`config.mk`:
```
export PLATFORM = sky130hd
export DESIGN_NAME = alu_arbiter
export DESIGN_NICKNAME = d
export VERILOG_FILES = /design/src/rtl/alu_arbiter.sv
export SDC_FILE = /design/constraint.sdc
export NUM_CORES = 1
export LEC_CHECK = 0
export BUFFER_PORTS_ARGS = -buffer_cell sky130_fd_sc_hd__buf_2
export CORE_ASPECT_RATIO = 0.5
export CORE_MARGIN = 10
export CORE_UTILIZATION = 43
export DETAILED_ROUTE_END_ITERATION = 8
export PLACE_DENSITY = 0.79
export SYNTH_ARGS = -nofsm -noshare
export SYNTH_HDL_FRONTEND = slang
export SYNTH_SLANG_ARGS = --single-unit
```
`constraint.sdc`:
```
create_clock -name clk -period 2.3 [get_ports clk]
set_input_delay 0.115 -clock clk [delete_from_list [all_inputs] [get_ports clk]]
set_output_delay 0.115 -clock clk [all_outputs]
set_load 0.02 [all_outputs]
```
`src/rtl/alu_arbiter.sv`:
```
`timescale 1ns/1ps
`default_nettype none
// ============================================================================
// Module  : alu_arbiter
// Brief   : Round-robin arbiter/sequencer sharing one combinational 8-bit ALU
//           between NREQ requesters. Grants one op, registers it onto the ALU
//           inputs, captures the result a cycle later and returns it on a
//           shared response channel tagged with the requester index.
// Revision: 1.0 - initial release
// ============================================================================
module alu_arbiter #(
    parameter int NREQ = 4,
    parameter int W    = 8,
    localparam int IW  = (NREQ > 1) ? $clog2(NREQ) : 1
) (
    input  logic                clk,
    input  logic                rst,
    input  logic [NREQ-1:0]     req_valid,
    input  logic [2*NREQ-1:0]   req_op,
    input  logic [W*NREQ-1:0]   req_a,
    input  logic [W*NREQ-1:0]   req_b,
    output logic [NREQ-1:0]     req_ready,
    output logic [1:0]          alu_op,
    output logic [W-1:0]        alu_a,
    output logic [W-1:0]        alu_b,
    input  logic [W-1:0]        alu_o,
    input  logic                alu_cout,
    output logic                rsp_valid,
    input  logic                rsp_ready,
    output logic [IW-1:0]       rsp_id,
    output logic [W-1:0]        rsp_data,
    output logic                rsp_cout,
    output logic                rsp_zero,
    output logic                busy
);

    typedef enum logic [1:0] {
        S_IDLE = 2'd0,
        S_EXEC = 2'd1,
        S_RESP = 2'd2
    } state_t;

    state_t          state_q;
    logic [IW-1:0]   ptr_q;
    logic [IW-1:0]   id_q;
    logic [1:0]      alu_op_q;
    logic [W-1:0]    alu_a_q;
    logic [W-1:0]    alu_b_q;
    logic [IW-1:0]   rsp_id_q;
    logic [W-1:0]    rsp_data_q;
    logic            rsp_cout_q;
    logic            rsp_zero_q;

    logic            gnt_found;
    logic [IW-1:0]   gnt_idx;
    logic [IW:0]     cand;
    logic [IW:0]     ptr_inc;
    logic [IW-1:0]   ptr_d;
    logic [1:0]      gnt_op;
    logic [W-1:0]    gnt_a;
    logic [W-1:0]    gnt_b;

    // Round-robin search: first valid requester starting at ptr, wrapping mod NREQ.
    always_comb begin
        gnt_found = 1'b0;
        gnt_idx   = '0;
        cand      = '0;
        for (int i = 0; i < NREQ; i++) begin
            cand = {1'b0, ptr_q} + (IW+1)'(i);
            if (cand >= (IW+1)'(NREQ)) begin
                cand = cand - (IW+1)'(NREQ);
            end
            if (!gnt_found && req_valid[cand[IW-1:0]]) begin
                gnt_found = 1'b1;
                gnt_idx   = cand[IW-1:0];
            end
        end
    end

    // Next pointer (one past the winner) and the winner's payload.
    always_comb begin
        ptr_inc = {1'b0, gnt_idx} + (IW+1)'(1);
        ptr_d   = (ptr_inc >= (IW+1)'(NREQ)) ? '0 : ptr_inc[IW-1:0];
        gnt_op  = req_op[2*int'(gnt_idx) +: 2];
        gnt_a   = req_a[W*int'(gnt_idx) +: W];
        gnt_b   = req_b[W*int'(gnt_idx) +: W];
    end

    // One-hot grant, only offered while idle and out of reset.
    always_comb begin
        req_ready = '0;
        if ((state_q == S_IDLE) && !rst && gnt_found) begin
            req_ready[gnt_idx] = 1'b1;
        end
    end

    // Sequencer: IDLE grants and loads the ALU, EXEC captures the result,
    // RESP holds the response until the consumer takes it.
    always_ff @(posedge clk or posedge rst) begin
        if (rst) begin
            state_q    <= S_IDLE;
            ptr_q      <= '0;
            id_q       <= '0;
            alu_op_q   <= '0;
            alu_a_q    <= '0;
            alu_b_q    <= '0;
            rsp_id_q   <= '0;
            rsp_data_q <= '0;
            rsp_cout_q <= 1'b0;
            rsp_zero_q <= 1'b0;
        end else begin
            case (state_q)
                S_IDLE: begin
                    if (gnt_found) begin
                        alu_op_q <= gnt_op;
                        alu_a_q  <= gnt_a;
                        alu_b_q  <= gnt_b;
                        id_q     <= gnt_idx;
                        ptr_q    <= ptr_d;
                        state_q  <= S_EXEC;
                    end
                end
                S_EXEC: begin
                    rsp_data_q <= alu_o;
                    rsp_zero_q <= (alu_o == '0);
                    rsp_id_q   <= id_q;
                    // Carry is only meaningful for add/sub (op[1] == 0).
                    rsp_cout_q <= ~alu_op_q[1] & alu_cout;
                    state_q    <= S_RESP;
                end
                S_RESP: begin
                    if (rsp_ready) begin
                        state_q <= S_IDLE;
                    end
                end
                default: begin
                    state_q <= S_IDLE;
                end
            endcase
        end
    end

    assign alu_op    = alu_op_q;
    assign alu_a     = alu_a_q;
    assign alu_b     = alu_b_q;
    assign rsp_valid = (state_q == S_RESP);
    assign rsp_id    = rsp_id_q;
    assign rsp_data  = rsp_data_q;
    assign rsp_cout  = rsp_cout_q;
    assign rsp_zero  = rsp_zero_q;
    assign busy      = (state_q != S_IDLE);

endmodule
`default_nettype wire

```
==> out/qor.yml, run 1 <==
outcome:
  outcome: "completed"
placement:
  place.gp.congestion: 0.826
  io_buffer_count: 123
  dpl.hpwl_um: 5160
worst_setup_path:
  crit_arrival_ns: 1.90
  r2r_cells: 5
  crit_end: "req_ready[3]"
  cp_slowest_cell: "dfrtp_1"
  cp_num_cells: 8
  reg2reg_slack_ns: 0.50
  critical_path_peak_fanout: 7
  startpoint: "ptr_q[0]"
  slowest_delay_ns: 0.42
  worstSetupPathType: "reg -> out"
  end_kind: "primary output"
  reg2reg_from: "state_q[1]"
  reg2reg_to: "alu_a[2]"
  cp_top_family: "simple AND/OR/NAND/NOR gates"
  cp_num_buf_inv: 3
  crit_required_ns: 2.18
  cp_cell_sequence: "and2b_4 > nor3_1 > o22ai_2 > buf_4 > inv_1 > ha_1 > and3_1 > buf_2"
  startpoint_type: "flop"
timing:
  rsz0062_at_grt: "false"
  min_period_ns: 2.01
  slew_viol_final: 0
  period_share: 0.875
  finalSetupViolCount: 0
  hold_violations: 0
  whs_ns: 0.0335
  fin_skew_ns: 0.00623
  tightestPinTransition_ns: 0.590
  tns_ns: 0
  slew_headroom: 0.607
  max_freq_mhz: 497
die:
  pin_count: 124
  die_y_um: 68.6
  coreArea_um2: 4470
  die_w_um: 117
  placementRows: 17
  dieArea_um2: 8030
  initial_core_util: 0.454
grt:
  first_global_vias: 2111
  antenna_found_initial: 0
  grtUsageTotal: 0.155
  grt_max_degree: 31
  overflow: 0
  grt_first_pass_wirelength_um: 9770
clock_tree:
  cts_root_buffer: "clkbuf_8"
  numCtsBuffers: 5
  ctsHoldBuffers: 1
  clk_latency_ns: 0.29
  postCtsSetupRepairBufs: 0
  cts_tree: "done"
  post_cts_resized: 0
  cts_buffer_depth: 2
  clock_sinks: 36
  ctsHtreeMaxLevel: 2
  path_clk_slew_ns: 0.07
finish:
  area_growth_pct: 35.6
  drive_gt1_frac: 0.532
  final_nets: 397
  nFillCells: 400
  multi_input_area_um2: 997
  antenna_cells: 0
  register_area_um2: 901
  utilization: 0.616
drt:
  antenna_left: 0
  drt_wl_total_um: 6490
  wl_met3_um: 563
  m1WireLength_um: 2390
  vias_per_cell: 5.30
  drc: 0
  drtIter0Drc: 76
  vias: 1933
  top_layer_used: "met4"
  dr_wl_met2_um: 3460
  wl_per_cell_um: 17.8
  first_pass_iters: 4
synth:
  synth_edf_count: 0
  netlist_area_um2: 2030
  ys_async_sr_fraction: 1.00
  yosys-top-cells-area: "dfrtp_1 (44%), mux2i_1 (8.9%), a221oi_2 (6.7%), mux2_2 (5.5%), o22ai_1 (5.5%)"
  ys_seq_elements: 36
  yosysWarnings: 0
  syn_avg_cell_area_um2: 11.2
  synth_commonest_cells: "dfrtp_1 (36), nor2_1 (20), mux2i_1 (18), o22ai_1 (18), mux2_2 (10)"
  syn_nets: 272
  synth_flop_cell: "dfrtp_1"
  synth_cell_types: 32
  ys_seq_area_frac: 0.444
  syn_inst: 182
  synth_top_area_cell: "dfrtp_1"
  synth_top_area_frac: 0.444
  synth_most_common_cell: "dfrtp_1"
min_path:
  hold_path.class: "in -> reg"
pwr:
  peakVddDrop_mv: 0.595
  powerDensity_nw_per_um2: 1340
  p_leak_nw: 1.43
flow_run:
  drv_cap: 0
state kept, by name, summed over array words and instances (netlist names):
signal	count
alu_a	8
rsp_zero	1
ptr_q	2
alu_b	8
id_q	2
rsp_cout	1
rsp_data	8
rsp_id	2
alu_op	2
state_q	2
cell usage in the layout, fill, tap and decap left out, types with 2 or more instances in the layout:
cell type  synthesis  final
buf_2              2    123
dfrtp_1           36     36
nor2_1            20     20
mux2i_1           18     18
o22ai_1           18     18
mux2_2            10     10
nand2_1            9      9
a221oi_2           9      9
a221oi_1           9      9
o21ai_0            7      7
buf_4              2      6
clkbuf_8           0      5
nor4_1             4      4
inv_1              4      4
nand2b_1           3      3
and3_1             3      3
or2_1              2      2
clkinv_4           1      2
nor2b_1            2      2
nor3_1             2      2
a21oi_1            2      2
ha_1               2      2
clkinv_2           0      2
cell families after synthesis:
family                     synth area share
AOI/OAI and AO/OA                     0.211
and+or+nand+nor                       0.123
DFF                                   0.444
adders and majority gates            0.0123
muxes                                 0.144
buffers and inverters                0.0647
worst min-delay path by stage:
stage               slack, ns      start  cells past startpoint          to
floorplan                0.22  rsp_ready                      1  state_q[1]
global placement         0.09        rst                      2   alu_op[0]
detailed placement       0.09        rst                      2   alu_op[0]
CTS                      0.03  rsp_ready                      2  state_q[1]
global route             0.04  rsp_ready                      2  state_q[1]
finish                   0.03  rsp_ready                      2  state_q[1]
area by class of cell:
| type | count | share of cell area |
|---|---|---|
| multi-input cells | 129 | 0.362 |
| flip-flops and latches | 36 | 0.327 |
| repair buffers | 130 | 0.244 |
| well taps | 57 | 0.0259 |
| clock buffers | 5 | 0.0250 |
| inverters | 5 | 0.00864 |
| clock inverters | 3 | 0.00682 |
power by group:
part	switching, mW	internal [mW]	total (mW)
Combinational	1.28	0.845	2.13
Sequential	0.166	0.954	1.12
Clock	0.229	0.211	0.440
through the flow:
step | total power [mW] | area, µm² | worst slack (ns) | cells
after global placement | 3.20 | 2650 | 0.540 | 356
after global routing | 4.00 | 2750 | 0.109 | 365
after CTS | 3.74 | 2750 | 0.277 | 365
after floorplan | 2.72 | 2030 | 0.274 | 182
after detailed placement | 3.29 | 2650 | 0.511 | 356
final | 3.69 | 2750 | 0.289 | 365
per-layer routing:
metal | vias to the layer above | track usage
li1 | 934 | -
met1 | 908 | 0.170
met2 | 83 | 0.282
met3 | 8 | 0.0560
met4 | 0 | 0.0474
met5 | - | 0
Note: power is estimated with default switching activity, not from simulation.
==> inputs of run 2 (changes only) <==
==> constraint.sdc (replaced) <==
create_clock -name clk -period 2.3 [get_ports clk]
set_input_delay 0.345 -clock clk [delete_from_list [all_inputs] [get_ports clk]]
set_output_delay 0.345 -clock clk [all_outputs]
set_load 0.02 [all_outputs]
==> out/qor.yml, run 2 (synthesized netlist as in run 1, its figures left out) <==
outcome:
  outcome: "completed"  # unchanged
timing:
  max_freq_mhz: 450  # was 497 MHz
  tns_ns: 0  # unchanged
  period_share: 0.966  # was 0.875
  finalSetupViolCount: 0  # unchanged
  tightestPinTransition_ns: 0.594  # was 0.590 ns
  min_period_ns: 2.22  # was 2.01 ns
  fin_skew_ns: 0.00902  # was 0.00623 ns
  slew_headroom: 0.604  # was 0.607
  whs_ns: 0.0733  # was 0.0335 ns
  setup_ws_ns: 0.0789  # was 0.289 ns
  slew_viol_final: 0  # unchanged
  hold_violations: 0  # unchanged
worst_setup_path:
  crit_arrival_ns: 1.88  # was 1.90 ns
  reg2reg_from: "state_q[1]"  # unchanged
  worstSetupPathType: "reg -> out"  # unchanged
  crit_required_ns: 1.96  # was 2.18 ns
  r2r_cells: 6  # was 5
  reg2reg_slack_ns: 0.52  # was 0.50 ns
  startpoint: "state_q[1]"  # was ptr_q[0]
  end_kind: "primary output"  # unchanged
  critical_path_peak_fanout: 10  # was 7
  startpoint_type: "flop"  # unchanged
  reg2reg_to: "alu_a[7]"  # was alu_a[2]
clock_tree:
  cts_root_buffer: "clkbuf_8"  # unchanged
  postCtsSetupRepairBufs: 0  # unchanged
  post_cts_resized: 0  # unchanged
  ctsHoldBuffers: 0  # was 1
  clock_sinks: 36  # unchanged
  cts_buffer_depth: 2  # unchanged
  path_clk_slew_ns: 0.08  # was 0.07 ns
  numCtsBuffers: 5  # unchanged
  ctsHtreeMaxLevel: 2  # unchanged
  clk_latency_ns: 0.28  # was 0.29 ns
  cts_tree: "done"  # unchanged
grt:
  first_global_vias: 2174  # was 2111
  overflow: 0  # unchanged
  grt_first_pass_wirelength_um: 9890  # was 9770 µm
  antenna_found_initial: 0  # unchanged
  grtUsageTotal: 0.154  # was 0.155
  grt_max_degree: 20  # was 31
drt:
  vias_per_cell: 5.32  # was 5.30
  wl_per_cell_um: 17.7  # was 17.8 µm
  vias: 1954  # was 1933
  antenna_left: 0  # unchanged
  drt_wl_total_um: 6480  # was 6490 µm
  drc: 0  # unchanged
  drtIter0Drc: 70  # was 76
  first_pass_iters: 4  # unchanged
finish:
  layout_common_cells: "buf_2 (123), dfrtp_1 (36), nor2_1 (20)"  # unchanged
  final_nets: 399  # was 397
  final_common_cell: "buf_2"  # unchanged
  drive_gt1_frac: 0.542  # was 0.532
  antenna_cells: 0  # unchanged
  nFillCells: 387  # was 400
  utilization: 0.629  # was 0.616
  register_area_um2: 901  # unchanged
  final_design_area_no_fill_um2: 2810  # was 2750 µm²
  area_growth_pct: 38.4  # was 35.6%
  multi_input_area_um2: 1000  # was 997 µm²
die:
  pin_count: 124  # unchanged
  initial_core_util: 0.454  # unchanged
  coreArea_um2: 4470  # unchanged
  die_w_um: 117  # unchanged
  dieArea_um2: 8030  # unchanged
  die_y_um: 68.6  # unchanged
  placementRows: 17  # unchanged
pwr:
  powerDensity_nw_per_um2: 1390  # was 1340 nW/µm²
  peakVddDrop_mv: 0.601  # was 0.595 mV
  p_leak_nw: 1.46  # was 1.43 nW
placement:
  place_area_um2: 2680  # was 2650 µm²
  dpl.hpwl_um: 5300  # was 5160 µm
  place.gp.congestion: 0.798  # was 0.826
  io_buffer_count: 123  # unchanged
  pre_cts_slack_ns: 0.358  # was 0.511 ns
min_path:
  hold_path.class: "in -> async"  # was in -> reg
flow_run:
  drv_cap: 0  # unchanged
-- run 2: worst max path at each step --
| stage | slack [ns] | to | depth (start not counted) |
|---|---|---|---|
| floorplan | 0.04 | req_ready[1] | 5 |
| global placement | 0.40 | req_ready[2] | 7 |
| detailed placement | 0.36 | req_ready[3] | 7 |
| CTS | 0.09 | req_ready[3] | 7 |
| global route | -0.07 | req_ready[1] | 5 |
| finish | 0.08 | req_ready[1] | 5 |
-- run 2: through the flow --
step	power [mW]	instances
2_1_floorplan	2.72	182
3_3_place_gp	3.25	359
3_5_place_dp	3.33	359
4_1_cts	3.94	367
5_1_grt	4.18	367
6_report	3.91	367
-- run 2: layout make-up --
cell class / instances / share of cell area
Sequential cell: 36 / 0.321
Clock buffer: 7 / 0.0343
Tap cell: 57 / 0.0254
Inverter: 5 / 0.00846
Timing Repair Buffer: 132 / 0.243
Multi-Input combinational cell: 129 / 0.357
Clock inverter: 1 / 0.0107
-- run 2: metal layers --
| metal | GRT usage | vias up | wire, µm |
|---|---|---|---|
| met5 | 0 | - | 0 |
| met4 | 0.0627 | 0 | 188 |
| met3 | 0.0465 | 16 | 416 |
| met2 | 0.290 | 78 | 3350 |
| met1 | 0.161 | 922 | 2520 |
| li1 | - | 938 | - |
-- run 2: worst max-delay path, stage by stage (launching register included) --
cell and delay, ns:
dfrtp_1 0.38, or2_1 0.24, or2_1 0.29, buf_4 0.20, nor4_2 0.27, buf_2 0.21
-- run 2: power breakdown --
| group | internal (mW) | switching (mW) | leakage (nW) |
|---|---|---|---|
| clock | 0.383 | 0.227 | 0.0645 |
| sequential | 0.953 | 0.164 | 0.422 |
| combinational | 0.871 | 1.31 | 0.968 |
==> inputs of run 3 (changes only) <==
--- a/config.mk
+++ b/config.mk
@@ -6,11 +6,13 @@
 export NUM_CORES = 1
 export LEC_CHECK = 0
 export BUFFER_PORTS_ARGS = -buffer_cell sky130_fd_sc_hd__buf_2
+export CELL_PAD_IN_SITES_DETAIL_PLACEMENT = 1
+export CELL_PAD_IN_SITES_GLOBAL_PLACEMENT = 2
 export CORE_ASPECT_RATIO = 0.5
 export CORE_MARGIN = 10
-export CORE_UTILIZATION = 43
+export CORE_UTILIZATION = 24
 export DETAILED_ROUTE_END_ITERATION = 8
-export PLACE_DENSITY = 0.79
+export PLACE_DENSITY = 0.78
 export SYNTH_ARGS = -nofsm -noshare
 export SYNTH_HDL_FRONTEND = slang
 export SYNTH_SLANG_ARGS = --single-unit
==> constraint.sdc (replaced) <==
create_clock -name clk -period 2.2 [get_ports clk]
set_input_delay 0.33 -clock clk [delete_from_list [all_inputs] [get_ports clk]]
set_output_delay 0.33 -clock clk [all_outputs]
set_load 0.02 [all_outputs]
==> out/qor.yml, run 3 (synthesized netlist as in run 1, its figures left out) <==
worst_setup_path:
  crit_required_ns: 1.87  # was 1.96 ns
  r2r_cells: 7  # was 6
  startpoint_type: "flop"  # unchanged
  reg2reg_to: "alu_a[6]"  # was alu_a[7]
  reg2reg_from: "ptr_q[0]"  # was state_q[1]
  end_kind: "primary output"  # unchanged
  worstSetupPathType: "reg -> out"  # unchanged
  reg2reg_slack_ns: 0.30  # was 0.52 ns
  critical_path_peak_fanout: 4  # was 10
  crit_arrival_ns: 1.80  # was 1.88 ns
clock_tree:
  cts_buffer_depth: 2  # unchanged
  cts_root_buffer: "clkbuf_16"  # was clkbuf_8
  clock_sinks: 36  # unchanged
  ctsHtreeMaxLevel: 2  # unchanged
  cts_tree: "done"  # unchanged
  path_clk_slew_ns: 0.06  # was 0.08 ns
  clk_latency_ns: 0.28  # about the same
  numCtsBuffers: 5  # unchanged
placement:
  dpl.hpwl_um: 6600  # was 5300 µm
  pre_cts_slack_ns: 0.204  # was 0.358 ns
  io_buffer_count: 123  # unchanged
  placed_cells: 413  # was 359
  place.gp.congestion: 0.787  # was 0.798
finish:
  antenna_cells: 0  # unchanged
  utilization: 0.365  # was 0.629
  stdcell_count: 426  # was 367
  drive_gt1_frac: 0.570  # was 0.542
  layout_common_cells: "buf_2 (120), dfrtp_1 (35), nor2_1 (20)"  # was buf_2 (123), dfrtp_1 (36), nor2_1 (20)
  final_nets: 403  # was 399
  area_growth_pct: 46.0  # was 38.4%
  final_common_cell: "buf_2"  # unchanged
die:
  die_w_um: 150  # was 117 µm
  dieArea_um2: 12800  # was 8030 µm²
  pin_count: 124  # unchanged
  coreArea_um2: 8120  # was 4470 µm²
  die_y_um: 85.0  # was 68.6 µm
  initial_core_util: 0.250  # was 0.454
  placementRows: 23  # was 17
flow_run:
  drv_cap: 0  # unchanged
timing:
  period_share: 0.969
  max_freq_mhz: 469
  fin_skew_ns: 0.00357  # was 0.00902 ns
  slew_headroom: 0.339  # was 0.604
  min_period_ns: 2.13
  tightestPinTransition_ns: 0.990  # was 0.594 ns
  hold_violations: 0  # unchanged
  slew_viol_final: 0  # unchanged
  setup_ws_ns: 0.0690  # was 0.0789 ns
  finalSetupViolCount: 0  # unchanged
pwr:
  switching_share: 0.442  # was 0.435
  pwr-share-clk: 0.162  # was 0.156
  p_int_mw: 2.39  # was 2.21 mW
  pwr-share-seq: 0.275  # was 0.286
  pwr-share-comb: 0.563  # was 0.558
  powerDensity_nw_per_um2: 1450  # was 1390 nW/µm²
  peakVddDrop_mv: 0.401  # was 0.601 mV
  power.total_mw: 4.28  # was 3.91 mW
  p_sw_mw: 1.89  # was 1.70 mW
  p_leak_nw: 1.48  # was 1.46 nW
drt:
  drt_wl_total_um: 8050  # was 6480 µm
  drc: 0  # unchanged
  vias: 1966  # was 1954
  antenna_left: 0  # unchanged
  first_pass_iters: 4  # unchanged
  vias_per_cell: 4.62  # was 5.32
  drtIter0Drc: 70  # unchanged
  wl_per_cell_um: 18.9  # was 17.7 µm
grt:
  overflow: 0  # unchanged
  grtUsageTotal: 0.121  # was 0.154
  first_global_vias: 2297  # was 2174
  grt_first_pass_wirelength_um: 12300  # was 9890 µm
  grt_max_degree: 24  # was 20
  antenna_found_initial: 0  # unchanged
min_path:
  hold_path.class: "in -> async"  # unchanged
outcome:
  outcome: "completed"  # unchanged
-- run 3: cell types whose count changed in the layout (fill, tap and decap cells not counted), moves of 3 or more --
cell       delta
clkbuf_8      -7
buf_4         +6
clkbuf_16     +5
buf_2         -3
-- run 3: worst max-delay path, stage by stage (launching register included) --
cell and delay, ns:
dfrtp_1 0.43, and2b_4 0.30, o21ai_1 0.06, and2b_2 0.23, ha_1 0.18, and3_1 0.17, buf_4 0.16
-- run 3: area by class of cell --
class	count	area, µm²
fill	974	5150
multi-input combinational	129	1030
sequential	36	902
timing repair buffer	136	724
tap	112	140
clock buffer	5	125
inverter	5	23.8
clock inverter	3	18.8
-- run 3: how the worst max path moves through the flow --
stage                             from      endpoint  slack (ns)  cells after the start
after floorplan             state_q[1]  req_ready[1]        0.18                      5
after global placement    req_valid[3]      alu_a[3]        0.26                      6
after detailed placement  req_valid[3]      alu_a[3]        0.20                      6
after CTS                   state_q[1]  req_ready[1]       0.003                      5
after global routing          ptr_q[0]  req_ready[2]       -0.01                      6
final                         ptr_q[0]  req_ready[2]        0.07                      6
-- run 3: stage by stage --
stage               setup TNS, ns  area, µm²  hold slack, ns
finish                          0       2960           0.184
detailed placement              0       2740           0.473
floorplan                       0       2040           0.438
global placement                0       2740           0.453
global route              -0.0141       2960           0.222
CTS                             0       2900           0.172
-- run 3: timing repair --
| item | in CTS | in global routing |
|---|---|---|
| hold buffers | 0 | 0 |
| cloned | 0 | 0 |
| gates resized for setup | 1 | 12 |
| buffers inserted | 1 | 4 |
| setup endpoints to repair | 2 | 3 |
| pin swaps | 1 | 1 |
-- run 3: power groups by stage --
stage | combinational, mW | clock, mW | sequential (mW)
floorplan | 1.35 | 0 | 1.50
global placement | 2.29 | 0 | 1.17
detailed placement | 2.36 | 0 | 1.19
CTS | 2.38 | 0.717 | 1.18
global route | 2.64 | 0.763 | 1.23
finish | 2.41 | 0.695 | 1.18
-- run 3: routing by layer --
layer	vias to the layer above	GRT usage	wire (µm)	part of all wire
li1	947	-	-	-
met1	971	0.123	2970	0.37
met2	40	0.240	4650	0.58
met3	8	0.0286	354	0.044
met4	0	0.0316	77	0.0096
met5	-	0	0	0
